File: src/rtl/mem_tlb_walk_if.sv
// Miss-report, page-table read and MMU register ports of the hardware page walker.
// The walker takes the slave side; the TLB/memory/MMU environment takes the master side.
interface mem_tlb_walk_if;
    logic        missReq;
    logic [63:0] missAddr;
    logic        busy;
    logic        walkDone;
    logic        walkFault;
    logic        memReq;
    logic [39:0] memAddr;
    logic [63:0] memRdata;
    logic        memAck;
    logic [2:0]  tlbOpMode;
    logic [2:0]  tlbOpReg;
    logic [63:0] tlbOutAddr;
    logic [63:0] tlbInAddr;

    modport slave (
        input  missReq, missAddr, memRdata, memAck, tlbInAddr,
        output busy, walkDone, walkFault, memReq, memAddr, tlbOpMode, tlbOpReg, tlbOutAddr
    );

    modport master (
        output missReq, missAddr, memRdata, memAck, tlbInAddr,
        input  busy, walkDone, walkFault, memReq, memAddr, tlbOpMode, tlbOpReg, tlbOutAddr
    );
endinterface

File: src/rtl/mem_tlb_walk.sv
// Hardware page-table walker: TTB fetch, WALK_LEVELS reads of 9-bit-indexed tables, PTEH/PTEL/LDTLB load.
// Define MEM_TLB_WALK_TEA_EN to report the faulting address through SETREG TEA before the fault pulse.
module mem_tlb_walk #(
    parameter int WALK_LEVELS = 4
) (
    input logic          clk,
    input logic          reset,
    mem_tlb_walk_if.slave bus
);
    localparam int LW = (WALK_LEVELS > 1) ? $clog2(WALK_LEVELS) : 1;
    localparam logic [LW-1:0] LAST_LEVEL = LW'(WALK_LEVELS - 1);

    localparam logic [2:0] OP_NONE   = 3'd0;
    localparam logic [2:0] OP_GETREG = 3'd2;
    localparam logic [2:0] OP_SETREG = 3'd3;
    localparam logic [2:0] OP_LDTLB  = 3'd4;
    localparam logic [2:0] REG_PTEH  = 3'd1;
    localparam logic [2:0] REG_PTEL  = 3'd2;
    localparam logic [2:0] REG_TTB   = 3'd3;
`ifdef MEM_TLB_WALK_TEA_EN
    localparam logic [2:0] REG_TEA   = 3'd4;
`endif

    typedef enum logic [3:0] {
        IDLE, GETTTB, READ, SETPTEH, SETPTEL, LDTLB, SETTEA, DONE, FAULT
    } state_t;

    state_t        r_state;
    state_t        w_state_next;
    logic [LW-1:0] r_level;
    logic [27:0]   r_base;
    logic [63:0]   r_va;

    logic [8:0]    w_index_tab [WALK_LEVELS];
    logic [8:0]    w_index;
    logic          w_last_level;
    logic          w_busy;
    logic          w_walk_done;
    logic          w_walk_fault;
    logic          w_mem_req;
    logic [39:0]   w_mem_addr;
    logic [2:0]    w_op_mode;
    logic [2:0]    w_op_reg;
    logic [63:0]   w_out_addr;
    logic          w_unused_bits;

    // Level L indexes VA[47-9L : 39-9L]
    generate
        for (genvar gi = 0; gi < WALK_LEVELS; gi++) begin : g_index
            assign w_index_tab[gi] = r_va[47-9*gi -: 9];
        end
    endgenerate

    assign w_index      = w_index_tab[r_level];
    assign w_last_level = (r_level == LAST_LEVEL);

    always_ff @(posedge clk) begin
        if (!reset) begin
            r_state <= IDLE;
            r_level <= '0;
            r_base  <= '0;
            r_va    <= '0;
        end else begin
            r_state <= w_state_next;
            case (r_state)
                IDLE: begin
                    if (bus.missReq) begin
                        r_va    <= bus.missAddr;
                        r_level <= '0;
                    end
                end
                GETTTB: r_base <= bus.tlbInAddr[39:12];
                READ: begin
                    // At the leaf this leaves the page frame in r_base for SETPTEL
                    if (bus.memAck && bus.memRdata[0]) begin
                        r_base <= bus.memRdata[39:12];
                        if (!w_last_level) begin
                            r_level <= r_level + LW'(1);
                        end
                    end
                end
                default: ;
            endcase
        end
    end

    always_comb begin
        w_state_next = r_state;
        w_busy       = 1'b1;
        w_walk_done  = 1'b0;
        w_walk_fault = 1'b0;
        w_mem_req    = 1'b0;
        w_mem_addr   = '0;
        w_op_mode    = OP_NONE;
        w_op_reg     = 3'd0;
        w_out_addr   = '0;
        case (r_state)
            IDLE: begin
                w_busy = 1'b0;
                if (bus.missReq) begin
                    w_state_next = GETTTB;
                end
            end
            GETTTB: begin
                w_op_mode    = OP_GETREG;
                w_op_reg     = REG_TTB;
                w_state_next = READ;
            end
            READ: begin
                w_mem_req  = 1'b1;
                w_mem_addr = {r_base, w_index, 3'b000};
                if (bus.memAck) begin
                    if (!bus.memRdata[0]) begin
`ifdef MEM_TLB_WALK_TEA_EN
                        w_state_next = SETTEA;
`else
                        w_state_next = FAULT;
`endif
                    end else if (w_last_level) begin
                        w_state_next = SETPTEH;
                    end
                end
            end
            SETPTEH: begin
                w_op_mode    = OP_SETREG;
                w_op_reg     = REG_PTEH;
                w_out_addr   = {16'h0, r_va[47:12], 12'h0};
                w_state_next = SETPTEL;
            end
            SETPTEL: begin
                w_op_mode    = OP_SETREG;
                w_op_reg     = REG_PTEL;
                w_out_addr   = {24'h0, r_base, 12'h0};
                w_state_next = LDTLB;
            end
            LDTLB: begin
                w_op_mode    = OP_LDTLB;
                w_state_next = DONE;
            end
            SETTEA: begin
`ifdef MEM_TLB_WALK_TEA_EN
                w_op_mode  = OP_SETREG;
                w_op_reg   = REG_TEA;
                w_out_addr = r_va;
`endif
                w_state_next = FAULT;
            end
            DONE: begin
                w_walk_done  = 1'b1;
                w_state_next = IDLE;
            end
            FAULT: begin
                w_walk_fault = 1'b1;
                w_state_next = IDLE;
            end
            default: w_state_next = IDLE;
        endcase
    end

    assign bus.busy       = w_busy;
    assign bus.walkDone   = w_walk_done;
    assign bus.walkFault  = w_walk_fault;
    assign bus.memReq     = w_mem_req;
    assign bus.memAddr    = w_mem_addr;
    assign bus.tlbOpMode  = w_op_mode;
    assign bus.tlbOpReg   = w_op_reg;
    assign bus.tlbOutAddr = w_out_addr;

    // PTE attribute bits and VA bits outside the walked range are deliberately ignored
    assign w_unused_bits = ^{bus.tlbInAddr[63:40], bus.tlbInAddr[11:0],
                             bus.memRdata[63:40], bus.memRdata[11:1],
                             r_va[63:48], r_va[11:0]};
endmodule
File: src/flat_wrapper.sv
// flat-port wrapper written by rule: the top's interface ports become plain ports
module mem_tlb_walk_flat 
#(
    parameter int WALK_LEVELS = 4
)
  (clk, reset, bus_missReq, bus_missAddr, bus_memRdata, bus_memAck, bus_tlbInAddr, bus_busy, bus_walkDone, bus_walkFault, bus_memReq, bus_memAddr, bus_tlbOpMode, bus_tlbOpReg, bus_tlbOutAddr);
  mem_tlb_walk_if bus_i ();
  input logic clk;
  input logic reset;
  input wire logic [$bits(bus_i.missReq)-1:0] bus_missReq;
  input wire logic [$bits(bus_i.missAddr)-1:0] bus_missAddr;
  input wire logic [$bits(bus_i.memRdata)-1:0] bus_memRdata;
  input wire logic [$bits(bus_i.memAck)-1:0] bus_memAck;
  input wire logic [$bits(bus_i.tlbInAddr)-1:0] bus_tlbInAddr;
  output wire logic [$bits(bus_i.busy)-1:0] bus_busy;
  output wire logic [$bits(bus_i.walkDone)-1:0] bus_walkDone;
  output wire logic [$bits(bus_i.walkFault)-1:0] bus_walkFault;
  output wire logic [$bits(bus_i.memReq)-1:0] bus_memReq;
  output wire logic [$bits(bus_i.memAddr)-1:0] bus_memAddr;
  output wire logic [$bits(bus_i.tlbOpMode)-1:0] bus_tlbOpMode;
  output wire logic [$bits(bus_i.tlbOpReg)-1:0] bus_tlbOpReg;
  output wire logic [$bits(bus_i.tlbOutAddr)-1:0] bus_tlbOutAddr;
  assign bus_i.missReq = bus_missReq;
  assign bus_i.missAddr = bus_missAddr;
  assign bus_i.memRdata = bus_memRdata;
  assign bus_i.memAck = bus_memAck;
  assign bus_i.tlbInAddr = bus_tlbInAddr;
  assign bus_busy = bus_i.busy;
  assign bus_walkDone = bus_i.walkDone;
  assign bus_walkFault = bus_i.walkFault;
  assign bus_memReq = bus_i.memReq;
  assign bus_memAddr = bus_i.memAddr;
  assign bus_tlbOpMode = bus_i.tlbOpMode;
  assign bus_tlbOpReg = bus_i.tlbOpReg;
  assign bus_tlbOutAddr = bus_i.tlbOutAddr;
  mem_tlb_walk #(.WALK_LEVELS(WALK_LEVELS)) u_core (.clk(clk), .reset(reset), .bus(bus_i));
endmodule
File: config.mk
export PLATFORM = sky130hd
export DESIGN_NAME = mem_tlb_walk_flat
export DESIGN_NICKNAME = d
export VERILOG_FILES = /design/src/rtl/mem_tlb_walk_if.sv /design/src/rtl/mem_tlb_walk.sv /design/src/flat_wrapper.sv
export SDC_FILE = /design/constraint.sdc
export NUM_CORES = 1
export LEC_CHECK = 0
export BUFFER_PORTS_ARGS = -buffer_cell sky130_fd_sc_hd__buf_2
export CORE_AREA = 2 2 119 121
export DETAILED_ROUTE_END_ITERATION = 8
export DIE_AREA = 0 0 121 123
export PLACE_DENSITY = 0.66
export SLEW_MARGIN = 20
export SYNTH_ARGS = -nofsm -noshare
export SYNTH_HDL_FRONTEND = slang
export SYNTH_SLANG_ARGS = --single-unit
File: constraint.sdc
create_clock -name clk -period 4.7 [get_ports clk]
set_input_delay 0.235 -clock clk [delete_from_list [all_inputs] [get_ports clk]]
set_output_delay 0.235 -clock clk [all_outputs]
set_load 0.02 [all_outputs]
[Word-level counts from Yosys, hierarchy flattened]
Index checks and enable logic that the tools add are counted.
Word-level totals
  register bits after elaboration: 82
  logic and storage cells: 52
Cells by class
  add/sub/neg operators: 1
  order comparisons: 1
  equality and inequality tests: 14
  multiplexer cells: 22
  bitwise gates (word level): 1
  reductions and logical operators: 9
Operator list (count)
  48-bit one-hot mux with 2 select lines: 1
  28-bit one-hot mux with 2 select lines: 1
  40-bit 2-to-1 mux: 1
  28-bit 2-to-1 mux: 1
  4-bit one-hot mux with 7 select lines: 1
  9-bit binary-select mux with 2-bit select: 1
  9-bit 2-to-1 mux: 2
  4-bit by 3-bit == test with 1-bit output, second input constant: 4
  4-bit 2-to-1 mux: 4
  3-bit one-hot mux with 3 select lines: 1
  4-bit by 2-bit == test with 1-bit output, second input constant: 2
  2-bit 2-to-1 mux: 3
  2-bit inequality test, second input constant: 3
  2-bit one-hot mux with 3 select lines: 1
  4-bit by 1-bit == test with 1-bit output, second input constant: 1
  4-bit == test, second input constant: 1
  4-bit zero test: 1
  1-bit 2-to-1 mux: 4
  2-bit one-hot mux with 2 select lines: 1
  2-bit AND reduction: 2
  4-bit AND reduction: 1
  2-bit nonzero test: 2
  3-bit greater-or-equal comparator, second input constant: 1
  3-bit by 2-bit inequality test with 1-bit output, second input constant: 1
  7 further kinds: 7

[Logic depth before layout (Yosys ltp)]
  depth after elaboration: 5
  depth in mapped cells: 6
  gate-level depth less buffers: 4

[Worst setup path before layout]
OpenSTA, ideal clock, no wires.
  kind: reg2out
  start point: register u_core.r_state[3]
  end point: output port bus_walkFault
  data arrival time: 1.533 ns
  data required time: 4.465 ns
  slack: 2.932 ns
  cell stages (with the launch flop): 4
  cells stage by stage: dfxtp_1 > buf_2 > clkbuf_1 > nor4b_1
On the way
  cells in the longest elaborated chain, start to end: 2
Ends and longest elaborated chain
  start, declared: line mem_tlb_walk.sv:28  | state_t r_state;
  start signal, assigned: line mem_tlb_walk.sv:64  | r_state <= w_state_next;
  4-bit == test: line mem_tlb_walk.sv:97  | case (r_state)
  1-bit 2-to-1 mux: line mem_tlb_walk.sv:97
  end, declared: line flat_wrapper.sv:17  | output wire logic [$bits(bus_i.walkFault)-1:0] bus_walkFault;
No other way between the ends.

[Final worst setup path]
  start point: register u_core.r_state[1]
  end point: output port bus_memAddr[7]
On the way
  cells in the longest elaborated chain, start to end: 2
Ends and longest elaborated chain
  4-bit by 2-bit == test with 1-bit output: line mem_tlb_walk.sv:97
  40-bit 2-to-1 mux: line mem_tlb_walk.sv:97
  end, declared: line flat_wrapper.sv:19  | output wire logic [$bits(bus_i.memAddr)-1:0] bus_memAddr;
No other way between the ends.

==> flow_summary.yaml <==
status:
  status: "complete, no violations"
synth:
  synth.most_common_cell: "dfxtp_1"
  yosys.area.top_type_share: 0.313
  synthArstFlopShare: 0
  synthCells: 542
  synth_ff_type: "dfxtp_1"
  yosysWarnings: 0
  synth_largest_area_cell: "dfxtp_1"
  synth.cell_area_mm2: 0.00448
  ys_types: 46
  synth_area_per_cell_um2: 8.26
  synth_edf_count: 0
  ys_top_cells_by_count: "dfxtp_1, nand2_1, nand3_1"
  synth_seq_area_share: 0.313
  ys_ff_latch: 70
  synthTopCellsByArea: "dfxtp_1, buf_4, a22o_1"
sta:
  tightest_slew_ps: 1070
  whs_ps: 150
  timing.slew.headroom: 0.286
  fin_ws_ps: 1480
  fin_crit_ps: 3220
  hold_viol_final: 0
  timing.fmax_mhz: 311
  clock_skew_ps: 9.64
  drv_slew: 0
  fin_crit_sh: 0.685
  setup_tns_ps: 0
  setup_viol_count_final: 0
  rsz0062_at_grt: "no"
die:
  die-area_mm2: 0.0149
  start_util: 0.329
  io_pins: 310
  die_h_um: 123
  num_rows: 43
  coreArea_mm2: 0.0136
  die_x_um: 121
detailed_routing:
  wl_met2_um: 6640
  vias_per_cell: 5.29
  drc: 0
  drt_pass1_iterations: 5
  vias: 4562
  drt_iter0_drc: 330
  wl_met3_um: 1330
  wl_um: 15700
  ant_nets: 0
  wl_met1_um: 7340
  highest_layer: "met4"
  wl_per_cell_um: 18.2
worst_setup_path:
  arrival_ps: 2980
  r2r_cells: 4
  crit_path_start_kind: "flop"
  path_cells: "or4b_4, clkinv_2, and2_1, buf_2"
  slowest_stage: "dfxtp_1"
  required_ps: 4470
  critPathMaxFanout: 71
  slowest_delay_ps: 760
  crit_type: "flop to primary output"
  cp-end-kind: "primary output"
global_routing:
  grt_pass1_vias: 4145
  gr-total-overflow: 0
  grt_max_degree: 72
  grt_use_total: 0.207
  grt_pass1_wl_um: 23300
  antenna_found_initial: 0
clock_tree:
  clkTransAtPathRegs_ps: 60
  cts-resized-gates: 0
  postCtsSetupBuffers: 0
  ctsLongestPathBuffers: 2
  clk_latency_ps: 340
  root_buffer: "clkbuf_16"
  htree_levels: 3
  clock_sinks: 70
  tritoncts: "yes"
  cts_hold_buf: 0
  cts_buffers: 9
power:
  p_leak_nw: 2.53
  p_clk_frac: 0.232
  combPwrFrac: 0.417
  switching_share: 0.445
  p_int_mw: 1.72
  p_per_area_mw_per_mm2: 560
  irDropWorstVdd_mv: 0.275
  p_sw_mw: 1.38
  p_seq_frac: 0.352
layout:
  multi_input_area_mm2: 0.00262
  fin_cells: 862
  antenna_cells: 0
  fillers: 1446
  final_net_count: 875
  areaGrowthSynthToFinish_pct: 23.5
  ff_latch_area_mm2: 0.00140
  drive_above_1_share: 0.317
placed_design:
  dp_hpwl_um: 11100
  gp_congestion: 0.839
  dp.cells: 847
  dp_slack_ps: 1830
  portBuffers: 178
worst_hold_path:
  min_path_type: "primary input to flop"
  whs_path_depth: 3
flow_run:
  cap_viol_max_count: 0
[cells in the final DEF, fill, tap and decap left out, types with 2 or more instances in the layout]
cell       netlist  routed
buf_4           37       8
conb_1           1      32
nor2b_1          3       2
o22ai_1          2       2
buf_2           16     178
nand2_1         60      60
o311ai_0        25      25
nor2_1           3       3
dfxtp_1         70      70
o311ai_1         3       3
bufinv_16        0       2
a31oi_1         28      28
o21a_1           2       2
clkbuf_1        28       2
o21ai_0         37      37
a21boi_1         7       7
and3_1           8       8
a22o_1          28      28
nand2b_1         3       3
inv_1            4       4
clkinv_2         1       2
or2_2            2       2
nand3_1         41      41
o21bai_1        28      28
and2_1          38      38
a21boi_0        29      29
mux4_2           9       9
clkbuf_16        0       9
[power by group through the flow]
stage	registers (mW)	clock network, mW	logic [mW]
finish	1.09	0.718	1.29
global route	1.12	0.754	1.43
CTS	1.09	0.735	1.30
detailed placement	1.10	0	1.29
global placement	1.10	0	1.29
floorplan	0.913	0	1.12
[cells by family after synthesis]
kind of cell    share of synthesized area
xor+xnor                          0.00196
simple gates                        0.197
fa+ha+maj                         0.00280
buf+inv                             0.129
flops                               0.313
compound gates                      0.311
mux                                0.0453
other cells                      0.000838
[worst paths after layout]
| check | end | start | slack [ps] |
|---|---|---|---|
| worst max-delay path | bus_memAddr[7] | u_core.r_state[1] | 1480 |
| worst min-delay path | u_core.r_base[8] | bus_memRdata[20] | 150 |
| worst max register to register | u_core.r_level[1] | u_core.r_state[1] | 1990 |
| worst min register to register | u_core.r_va[17] | u_core.r_va[17] | 500 |
[per-stage QoR]
stage	util	cell area, um^2	power, mW
6_report	0.406	5530	3.10
5_1_grt	0.406	5530	3.30
4_1_cts	0.406	5530	3.12
3_5_place_dp	0.384	5220	2.39
3_3_place_gp	0.384	5220	2.39
2_1_floorplan	-	4590	2.03
[layout make-up]
cell class | count | share of cell area
tap | 180 | 0.0407
multi-input combinational | 405 | 0.474
clock inverter | 4 | 0.0131
timing repair buffer | 186 | 0.172
sequential | 70 | 0.253
inverter | 6 | 0.00430
clock buffer | 11 | 0.0421
[sequential cells by signal, summed over array words and instances (netlist names)]
| register | cells |
|---|---|
| u_core.r_va | 36 |
| u_core.r_base | 28 |
| u_core.r_state | 4 |
| u_core.r_level | 2 |
[critical path: cells and delay by family, from the launching register on]
kind	cells	cell delay (ps)
simple gates	2	1000
buf+inv	2	830
flops	1	760
[layer usage]
| metal | up-vias | global-route usage |
|---|---|---|
| li1 | 2199 | - |
| met5 | - | 0 |
| met4 | 0 | 0.0705 |
| met3 | 22 | 0.0563 |
| met1 | 2128 | 0.293 |
| met2 | 213 | 0.303 |
Note: power is estimated with default switching activity, not from simulation.
